--- src/rtl/operand_issue.sv ---
// Issue stage: register file, pending-write scoreboard with hazard stall, and a
// registered operation slot toward execution. OPERAND_ISSUE_ZERO_REG_EN makes r0 a hardwired zero.
package simple_processor_pkg;
    localparam int unsigned DATA_WIDTH = 32;

    typedef enum logic [3:0] {
        AND  = 4'd0,
        OR   = 4'd1,
        XOR  = 4'd2,
        NOT  = 4'd3,
        ADD  = 4'd4,
        SUB  = 4'd5,
        SLL  = 4'd6,
        SLR  = 4'd7,
        ADDI = 4'd8,
        SLLI = 4'd9,
        SLRI = 4'd10
    } func_t;
endpackage

module operand_issue
    import simple_processor_pkg::*;
#(
    parameter int unsigned NUM_REGS = 16,
    parameter int unsigned ADDR_W   = $clog2(NUM_REGS),
    parameter int unsigned DW       = DATA_WIDTH
) (
    input  logic                clk_i,
    input  logic                arst_ni,
    input  logic                in_valid_i,
    output logic                in_ready_o,
    input  func_t               in_func_i,
    input  logic [ADDR_W-1:0]   in_rs1_addr_i,
    input  logic [ADDR_W-1:0]   in_rs2_addr_i,
    input  logic [ADDR_W-1:0]   in_rd_addr_i,
    input  logic [5:0]          in_imm_i,
    output logic                out_valid_o,
    input  logic                out_ready_i,
    output func_t               func_o,
    output logic [DW-1:0]       rs1_data_o,
    output logic [DW-1:0]       rs2_data_o,
    output logic [5:0]          imm_o,
    output logic [ADDR_W-1:0]   rd_addr_o,
    input  logic                wb_valid_i,
    input  logic [ADDR_W-1:0]   wb_addr_i,
    input  logic [DW-1:0]       wb_data_i,
    output logic [NUM_REGS-1:0] pending_o
);

    function automatic logic in_range(input logic [ADDR_W-1:0] a);
        return {1'b0, a} < (ADDR_W+1)'(NUM_REGS);
    endfunction

    // Registers that hold state; everything else reads as zero and drops writes.
    function automatic logic writable(input logic [ADDR_W-1:0] a);
`ifdef OPERAND_ISSUE_ZERO_REG_EN
        return in_range(a) && (a != '0);
`else
        return in_range(a);
`endif
    endfunction

    logic [DW-1:0]       regs [NUM_REGS];
    logic [NUM_REGS-1:0] wb_hit;
    logic [NUM_REGS-1:0] eff_pending;
    logic [NUM_REGS-1:0] pending_nxt;
    logic [DW-1:0]       rs1_val;
    logic [DW-1:0]       rs2_val;
    logic                uses_rs2;
    logic                hazard;
    logic                accept;

    assign uses_rs2 = !(in_func_i inside {ADDI, SLLI, SLRI, NOT});

    // A writeback landing this cycle clears its hazard immediately.
    always_comb begin
        wb_hit = '0;
        if (wb_valid_i && in_range(wb_addr_i)) begin
            wb_hit[wb_addr_i] = 1'b1;
        end
        eff_pending = pending_o & ~wb_hit;
    end

    always_comb begin
        hazard = 1'b0;
        if (in_range(in_rs1_addr_i) && eff_pending[in_rs1_addr_i]) begin
            hazard = 1'b1;
        end
        if (uses_rs2 && in_range(in_rs2_addr_i) && eff_pending[in_rs2_addr_i]) begin
            hazard = 1'b1;
        end
        if (in_range(in_rd_addr_i) && eff_pending[in_rd_addr_i]) begin
            hazard = 1'b1;
        end
    end

    assign in_ready_o = (!out_valid_o || out_ready_i) && !hazard;
    assign accept     = in_valid_i && in_ready_o;

    // Operand read with writeback bypass.
    always_comb begin
        rs1_val = '0;
        rs2_val = '0;
        if (writable(in_rs1_addr_i)) begin
            rs1_val = (wb_valid_i && wb_addr_i == in_rs1_addr_i) ? wb_data_i : regs[in_rs1_addr_i];
        end
        if (writable(in_rs2_addr_i)) begin
            rs2_val = (wb_valid_i && wb_addr_i == in_rs2_addr_i) ? wb_data_i : regs[in_rs2_addr_i];
        end
    end

    // Issue sets the destination bit after writeback clears, so set wins.
    always_comb begin
        pending_nxt = pending_o & ~wb_hit;
        if (accept && writable(in_rd_addr_i)) begin
            pending_nxt[in_rd_addr_i] = 1'b1;
        end
    end

    always_ff @(posedge clk_i or negedge arst_ni) begin
        if (!arst_ni) begin
            for (int i = 0; i < int'(NUM_REGS); i++) begin
                regs[i] <= '0;
            end
        end else if (wb_valid_i && writable(wb_addr_i)) begin
            regs[wb_addr_i] <= wb_data_i;
        end
    end

    always_ff @(posedge clk_i or negedge arst_ni) begin
        if (!arst_ni) begin
            pending_o <= '0;
        end else begin
            pending_o <= pending_nxt;
        end
    end

    always_ff @(posedge clk_i or negedge arst_ni) begin
        if (!arst_ni) begin
            out_valid_o <= 1'b0;
            func_o      <= AND;
            rs1_data_o  <= '0;
            rs2_data_o  <= '0;
            imm_o       <= '0;
            rd_addr_o   <= '0;
        end else if (accept) begin
            out_valid_o <= 1'b1;
            func_o      <= in_func_i;
            rs1_data_o  <= rs1_val;
            rs2_data_o  <= rs2_val;
            imm_o       <= in_imm_i;
            rd_addr_o   <= in_rd_addr_i;
        end else if (out_ready_i) begin
            out_valid_o <= 1'b0;
        end
    end

endmodule

--- config.mk ---
export PLATFORM = sky130hd
export DESIGN_NAME = operand_issue
export DESIGN_NICKNAME = d
export VERILOG_FILES = /design/src/rtl/operand_issue.sv
export SDC_FILE = /design/constraint.sdc
export NUM_CORES = 1
export LEC_CHECK = 0
export ABC_AREA = 0
export CAP_MARGIN = 20
export CORE_MARGIN = 8
export CORE_UTILIZATION = 30
export CTS_CLUSTER_SIZE = 24
export DETAILED_ROUTE_END_ITERATION = 12
export PLACE_DENSITY = 0.5
export SLEW_MARGIN = 20
export SYNTH_ARGS = -nofsm -noshare
export SYNTH_HDL_FRONTEND = slang
export SYNTH_SLANG_ARGS = --single-unit
--- constraint.sdc ---
create_clock -name clk_i -period 2.8 [get_ports clk_i]
set_input_delay 0.56 -clock clk_i [delete_from_list [all_inputs] [get_ports clk_i]]
set_output_delay 0.56 -clock clk_i [all_outputs]
set_load 0.005 [all_outputs]
==> impl_metrics.env, run 1 <==
export IMPL_ys_warn_count=0
export IMPL_highest_layer="met5"
export IMPL_crit_path_top_delay_cell="or3b_4"
export IMPL_violations="negative setup slack"
export IMPL_whs_ps=480
export IMPL_core_area_mm2=0.105
export IMPL_grt_max_degree=69
export IMPL_fin_skew_ps=32.8
export IMPL_cpLargestDelayFamily="compound AO/OA/AOI/OAI gates"
export IMPL_hpwl_mm=64.3
export IMPL_antenna_found_initial=8
export IMPL_drive_above_1_share=0.607
export IMPL_setup_viol=34
export IMPL_nets=2309
export IMPL_path_cells="buf_12, or3b_4, o21ai_4, buf_6, o22ai_2, a21o_1, o31a_1, nor3_4, buf_2"
export IMPL_cellLeakagePower_uw=0.0162
export IMPL_ff2ff_path_depth=12
export IMPL_start_kind="input pin"
export IMPL_regToRegStartpoint="pending_o[0]$_DFF_PN0_"
export IMPL_maxCapViolCount=0
export IMPL_hp_class="flip-flop to flip-flop"
export IMPL_worstPathArrival_ps=2430
export IMPL_seq_area_frac_synth=0.479
export IMPL_grt_pass1_wl_mm=152
export IMPL_synth_fp_nets=2008
export IMPL_wl_met1_mm=45.4
export IMPL_clock_sinks=607
export IMPL_ys_flop_type="dfrtp_1"
export IMPL_clkTransAtPathRegs_ps=60
export IMPL_power_per_cell_area_mw_per_mm2=773
export IMPL_ant_nets=0
export IMPL_path_class="input pin to primary output"
export IMPL_swShare=0.272
export IMPL_gp_congestion=0.855
export IMPL_finalCritPeriodShare=1.07
export IMPL_cts_tree="done"
export IMPL_synth_cell_types=54
export IMPL_status="finished, violations left"
export IMPL_netlist_instances=1945
export IMPL_synth_area_mm2=0.0317
export IMPL_final_core_util=0.381
export IMPL_clkPwrFrac=0.298
export IMPL_crit_path_max_incr_delay_ps=450
export IMPL_drv_slew=0
export IMPL_finalCriticalPeriod_ps=2990
export IMPL_p_seq_frac=0.413
export IMPL_synth_edff_count=0
export IMPL_intPower_uw=22500
export IMPL_cts_made_buffers=70
export IMPL_yosys_area_top_type="dfrtp_1"
export IMPL_drc=0
export IMPL_yosysTopAreaCellShare=0.479
export IMPL_via_per_inst=5.35
export IMPL_hold_end="rs1_data_o[8]$_DFFE_PN0P_"
export IMPL_synthTopCellsByArea="dfrtp_1 48%, mux4_2 23%, mux2_2 22%, mux2_1 1.6%, clkbuf_1 1.5%"
export IMPL_p_switching_uw=8420
export IMPL_hold_viol=0
export IMPL_async_reset_ff_frac=1.00
export IMPL_io_pins=159
export IMPL_die_area_mm2=0.116
export IMPL_cts_buffer_depth=3
export IMPL_overflow=0
export IMPL_area_delta_synth_final_pct=26.2
export IMPL_fin_ws_ps=-193
export IMPL_io_buffers=158
export IMPL_synth_most_common_cell="mux2_2"
export IMPL_cp_required_ps=2240
export IMPL_grt_pass1_vias=22008
export IMPL_routedWlPerCell_um=27.5
export IMPL_vias=19781
export IMPL_rrSetupSlack_ps=60
export IMPL_rows=119
export IMPL_power_share_combinational=0.289
export IMPL_r2r_end="rs1_data_o[17]$_DFFE_PN0P_"
export IMPL_dr_wl_met2_mm=47.9
export IMPL_start_util=0.302
export IMPL_clk_latency_ps=630
export IMPL_ys_ff_latch=607
export IMPL_ir_drop_mv=0.370
export IMPL_track_usage=0.173
export IMPL_hp_start="rs1_data_o[8]$_DFFE_PN0P_"
export IMPL_whs_path_depth=1
export IMPL_avgSynthCellArea_um2=16.3
export IMPL_critical_path_buf_inv_count=3
export IMPL_worstMarginPinSlew_ps=906
export IMPL_die_height_um=341
export IMPL_wl_met3_mm=4.99
export IMPL_fmax_mhz=334
export IMPL_wirelength_mm=101
export IMPL_drtPass1Iterations=7
export IMPL_cts_htree_levels=3
export IMPL_cp_end_kind="primary output"
export IMPL_drtIter0Drc=1251
export IMPL_relSlewSlack=0.396
export IMPL_die_width_um=341
export IMPL_cp_max_fo=6
export IMPL_rsz0062_at_grt="yes"
export IMPL_root_buffer="clkbuf_16"
export IMPL_synth_commonest_cells="612 x mux2_2, 607 x dfrtp_1, 322 x mux4_2"
[cell type report]
class / count / area [um^2]
Clock inverter: 13 / 120
Clock buffer: 114 / 2190
Fill cell: 9767 / 65100
Tap cell: 1391 / 1740
Multi-Input combinational cell: 1144 / 16100
Sequential cell: 607 / 15200
Timing Repair Buffer: 417 / 4650
Inverter: 6 / 22.5
Antenna cell: 4 / 10.0
[how the worst max path moves through the flow]
stage | cells after the start | slack [ps] | start | endpoint
floorplan | 11 | -120 | wb_addr_i[0] | func_o[0]$_DFFE_PN0P_
global placement | 12 | -1170 | wb_addr_i[0] | rs2_data_o[16]$_DFFE_PN0P_
detailed placement | 10 | -1230 | wb_addr_i[0] | in_ready_o
CTS | 10 | -250 | wb_addr_i[0] | in_ready_o
global route | 11 | -250 | wb_addr_i[0] | in_ready_o
finish | 9 | -190 | wb_addr_i[0] | in_ready_o
[repair_timing]
action                                  4_1_cts  5_1_grt
pin swaps                                    13       16
endpoints found under the setup margin       84       78
resized for setup                            71       32
hold buffers                                  1        0
endpoints found under the hold margin        31        0
setup buffers                                23        7
gates cloned                                  5        0
[power groups by stage]
stage | clock (uW) | sequential (uW) | combinational (uW)
after floorplan | 0 | 12400 | 5270
after global placement | 0 | 12700 | 8470
after detailed placement | 0 | 12900 | 8630
after CTS | 9520 | 12800 | 9020
after global routing | 9860 | 13100 | 9560
final | 9220 | 12800 | 8920
[registers in the layout, summed over array words and instances, names as in the netlist]
register     flops
out_valid_o      1
regs           512
rd_addr_o        4
func_o           4
rs2_data_o      32
pending_o       16
imm_o            6
rs1_data_o      32
[stage by stage]
step	cells	area (um^2)	TNS, ps	worst slack [ps]	power (uW)
after floorplan	1945	31900	-7120	-116	17700
after global placement	3537	37100	-139530	-1170	21200
after detailed placement	3537	37100	-142070	-1230	21500
after CTS	3689	39900	-765	-247	31300
after global routing	3692	40000	-2710	-253	32500
final	3696	40000	-1730	-193	30900
[cells in the final DEF (no fill, tap or decap), types with 11 or more instances in the layout]
cell / n
mux2_4: 38
clkbuf_16: 72
dfrtp_1: 607
o211ai_1: 12
buf_12: 81
nor2_4: 11
clkdlybuf4s50_1: 143
mux2_2: 606
mux4_2: 322
buf_6: 11
clkbuf_8: 23
mux2_1: 12
nor2_1: 15
buf_4: 166
nand2_1: 13
clkbuf_1: 19
[cell families (layout without fill, tap and decap cells)]
group | count (synthesis) | after routing | share of synthesized area
AND/OR/NAND/NOR | 82 | 82 | 0.0135
AO/OA/AOI/OAI | 73 | 73 | 0.0173
multiplexers | 980 | 980 | 0.462
buffers and inverters | 194 | 550 | 0.0254
XOR/XNOR | 9 | 9 | 0.00249
other | 0 | 4 | 0
flip-flops | 607 | 607 | 0.479
[metal layers]
layer | global-route usage | vias up
li1 | - | 8230
met3 | 0.0316 | 202
met1 | 0.237 | 10821
met2 | 0.278 | 524
met5 | 0 | -
met4 | 0.0587 | 4
Note: power is estimated with default switching activity, not from simulation.
==> run 2: changes to the inputs <==
Settings changed: HOLD_SLACK_MARGIN set to 0.02.
==> results of run 2 <==
Final layout, timing and power as in run 1 (identical DEF).
==> run 3: changes to the inputs <==
Settings changed: ABC_AREA 0 to not set, CORE_ASPECT_RATIO set to 1.2, GPL_ROUTABILITY_DRIVEN set to 0.
==> impl_metrics.env, run 3 (same netlist as run 1, synthesis figures left out) <==
export IMPL_final_core_util=0.378
export IMPL_start_kind="flip-flop"
export IMPL_power_per_cell_area_mw_per_mm2=765
export IMPL_cts_made_buffers=68
export IMPL_area_delta_synth_final_pct=24.8
export IMPL_core_area_mm2=0.105
export IMPL_fill_cells=9763
export IMPL_antenna_found_initial=7
export IMPL_fmax_mhz=340
export IMPL_io_pins=159
export IMPL_ant_nets=0
export IMPL_tns_ps=-138
export IMPL_nets=2288
export IMPL_clk_latency_ps=610
export IMPL_via_per_inst=5.38
export IMPL_drtPass1Iterations=5
export IMPL_routedWlPerCell_um=27.2
export IMPL_drv_slew=0
export IMPL_rsz0062_at_grt="yes"
export IMPL_cellLeakagePower_uw=0.0160
export IMPL_rows=130
export IMPL_io_buffers=158
export IMPL_place_ws_ps=-1080
export IMPL_grt_pass1_wl_mm=149
export IMPL_drc=0
export IMPL_whs_ps=447
export IMPL_hp_class="input pin to async pin"
export IMPL_cts_htree_levels=3
export IMPL_drive_above_1_share=0.599
export IMPL_fin_area_mm2=0.0396
export IMPL_fin_ws_ps=-138
export IMPL_die_height_um=372
export IMPL_top_register="regs"
export IMPL_clock_sinks=607
export IMPL_final_common_cell="dfrtp_1"
export IMPL_grt_max_degree=99
export IMPL_status="finished, violations left"
export IMPL_drtIter0Drc=1081
export IMPL_setup_viol=1
export IMPL_root_buffer="clkbuf_16"
export IMPL_clkTransAtPathRegs_ps=60
export IMPL_fin_skew_ps=11.4
export IMPL_hpwl_mm=61.7
export IMPL_overflow=0
export IMPL_worstMarginPinSlew_ps=918
export IMPL_die_width_um=313
export IMPL_violations="negative setup slack"
export IMPL_reg_largest_list="regs x512, rs1_data_o x32, rs2_data_o x32"
export IMPL_wirelength_mm=99.3
export IMPL_maxCapViolCount=0
export IMPL_relSlewSlack=0.388
export IMPL_cts_tree="done"
export IMPL_cp_max_fo=3
export IMPL_ff2ff_path_depth=12
export IMPL_start_util=0.303
export IMPL_placed_area_mm2=0.0371
export IMPL_vias=19647
export IMPL_worstPathArrival_ps=2380
export IMPL_track_usage=0.169
export IMPL_path_class="flip-flop to primary output"
export IMPL_die_area_mm2=0.116
export IMPL_ir_drop_mv=0.487
export IMPL_hold_viol=0
export IMPL_cp_required_ps=2240
export IMPL_largest_reg_flops=512
export IMPL_cts_buffer_depth=3
export IMPL_layout_cells_most_common_list="607 x dfrtp_1, 597 x mux2_2, 322 x mux4_2"
export IMPL_grt_pass1_vias=21652
export IMPL_finalCritPeriodShare=1.05
export IMPL_cp_end_kind="primary output"
export IMPL_finalCriticalPeriod_ps=2940
run 3: path summary, 6_finish.rpt:
kind                                            start                    endpoint  slack (ps)
max in group asynchronous                     arst_ni      pending_o[6]$_DFF_PN0_        1420
min in group clk_i         rs1_data_o[14]$_DFFE_PN0P_  rs1_data_o[14]$_DFFE_PN0P_         480
min reg2reg                rs1_data_o[14]$_DFFE_PN0P_  rs1_data_o[14]$_DFFE_PN0P_         480
max                           pending_o[10]$_DFF_PN0_                  in_ready_o        -140
min                                           arst_ni       regs[438]$_DFFE_PN0P_         450
max reg2reg                   pending_o[10]$_DFF_PN0_     pending_o[12]$_DFF_PN0_          80
run 3: metal layers:
layer | wire [um] | vias to the layer above | GRT usage
met2 | 49800 | 519 | 0.291
met1 | 41800 | 10807 | 0.215
met3 | 4890 | 148 | 0.0307
met5 | 27 | - | 0
li1 | - | 8169 | -
met4 | 2800 | 4 | 0.0560
run 3: repair_timing:
item,in CTS,in global routing
cloned,2,1
pin swaps,9,10
buffers inserted,10,3
endpoints found under the setup margin,95,91
gates resized for setup,71,39
hold buffers,1,0
endpoints found under the hold margin,32,0
run 3: per-stage QoR:
step                total power [uW]  cells
floorplan                      17700   1945
finish                         30300   3652
global route                   31800   3648
global placement               21200   3528
CTS                            30600   3646
detailed placement             21600   3528
run 3: critical path: stages, from the launching register on:
cell     delay [ps]
dfrtp_1         380
o21ai_2          80
buf_4           140
mux4_2          450
mux2_4          280
o22ai_4         210
nor3_4           70
buf_2           150
run 3: cell type report:
class,instances,area (um^2),area share
Multi-Input combinational cell,1144,16100,0.407
Sequential cell,607,15200,0.384
Timing Repair Buffer,398,4450,0.112
Clock buffer,100,2000,0.0504
Tap cell,1386,1730,0.0438
Clock inverter,7,67.6,0.00171
Inverter,6,22.5,0.000569
Antenna cell,4,10.0,0.000253
run 3: power by group:
group          leakage (uW)  switching, uW  internal [uW]
Clock               0.00101           3600           4980
Combinational       0.00753           2970           5900
Sequential          0.00745           1650          11100
Total                0.0160           8230          22000
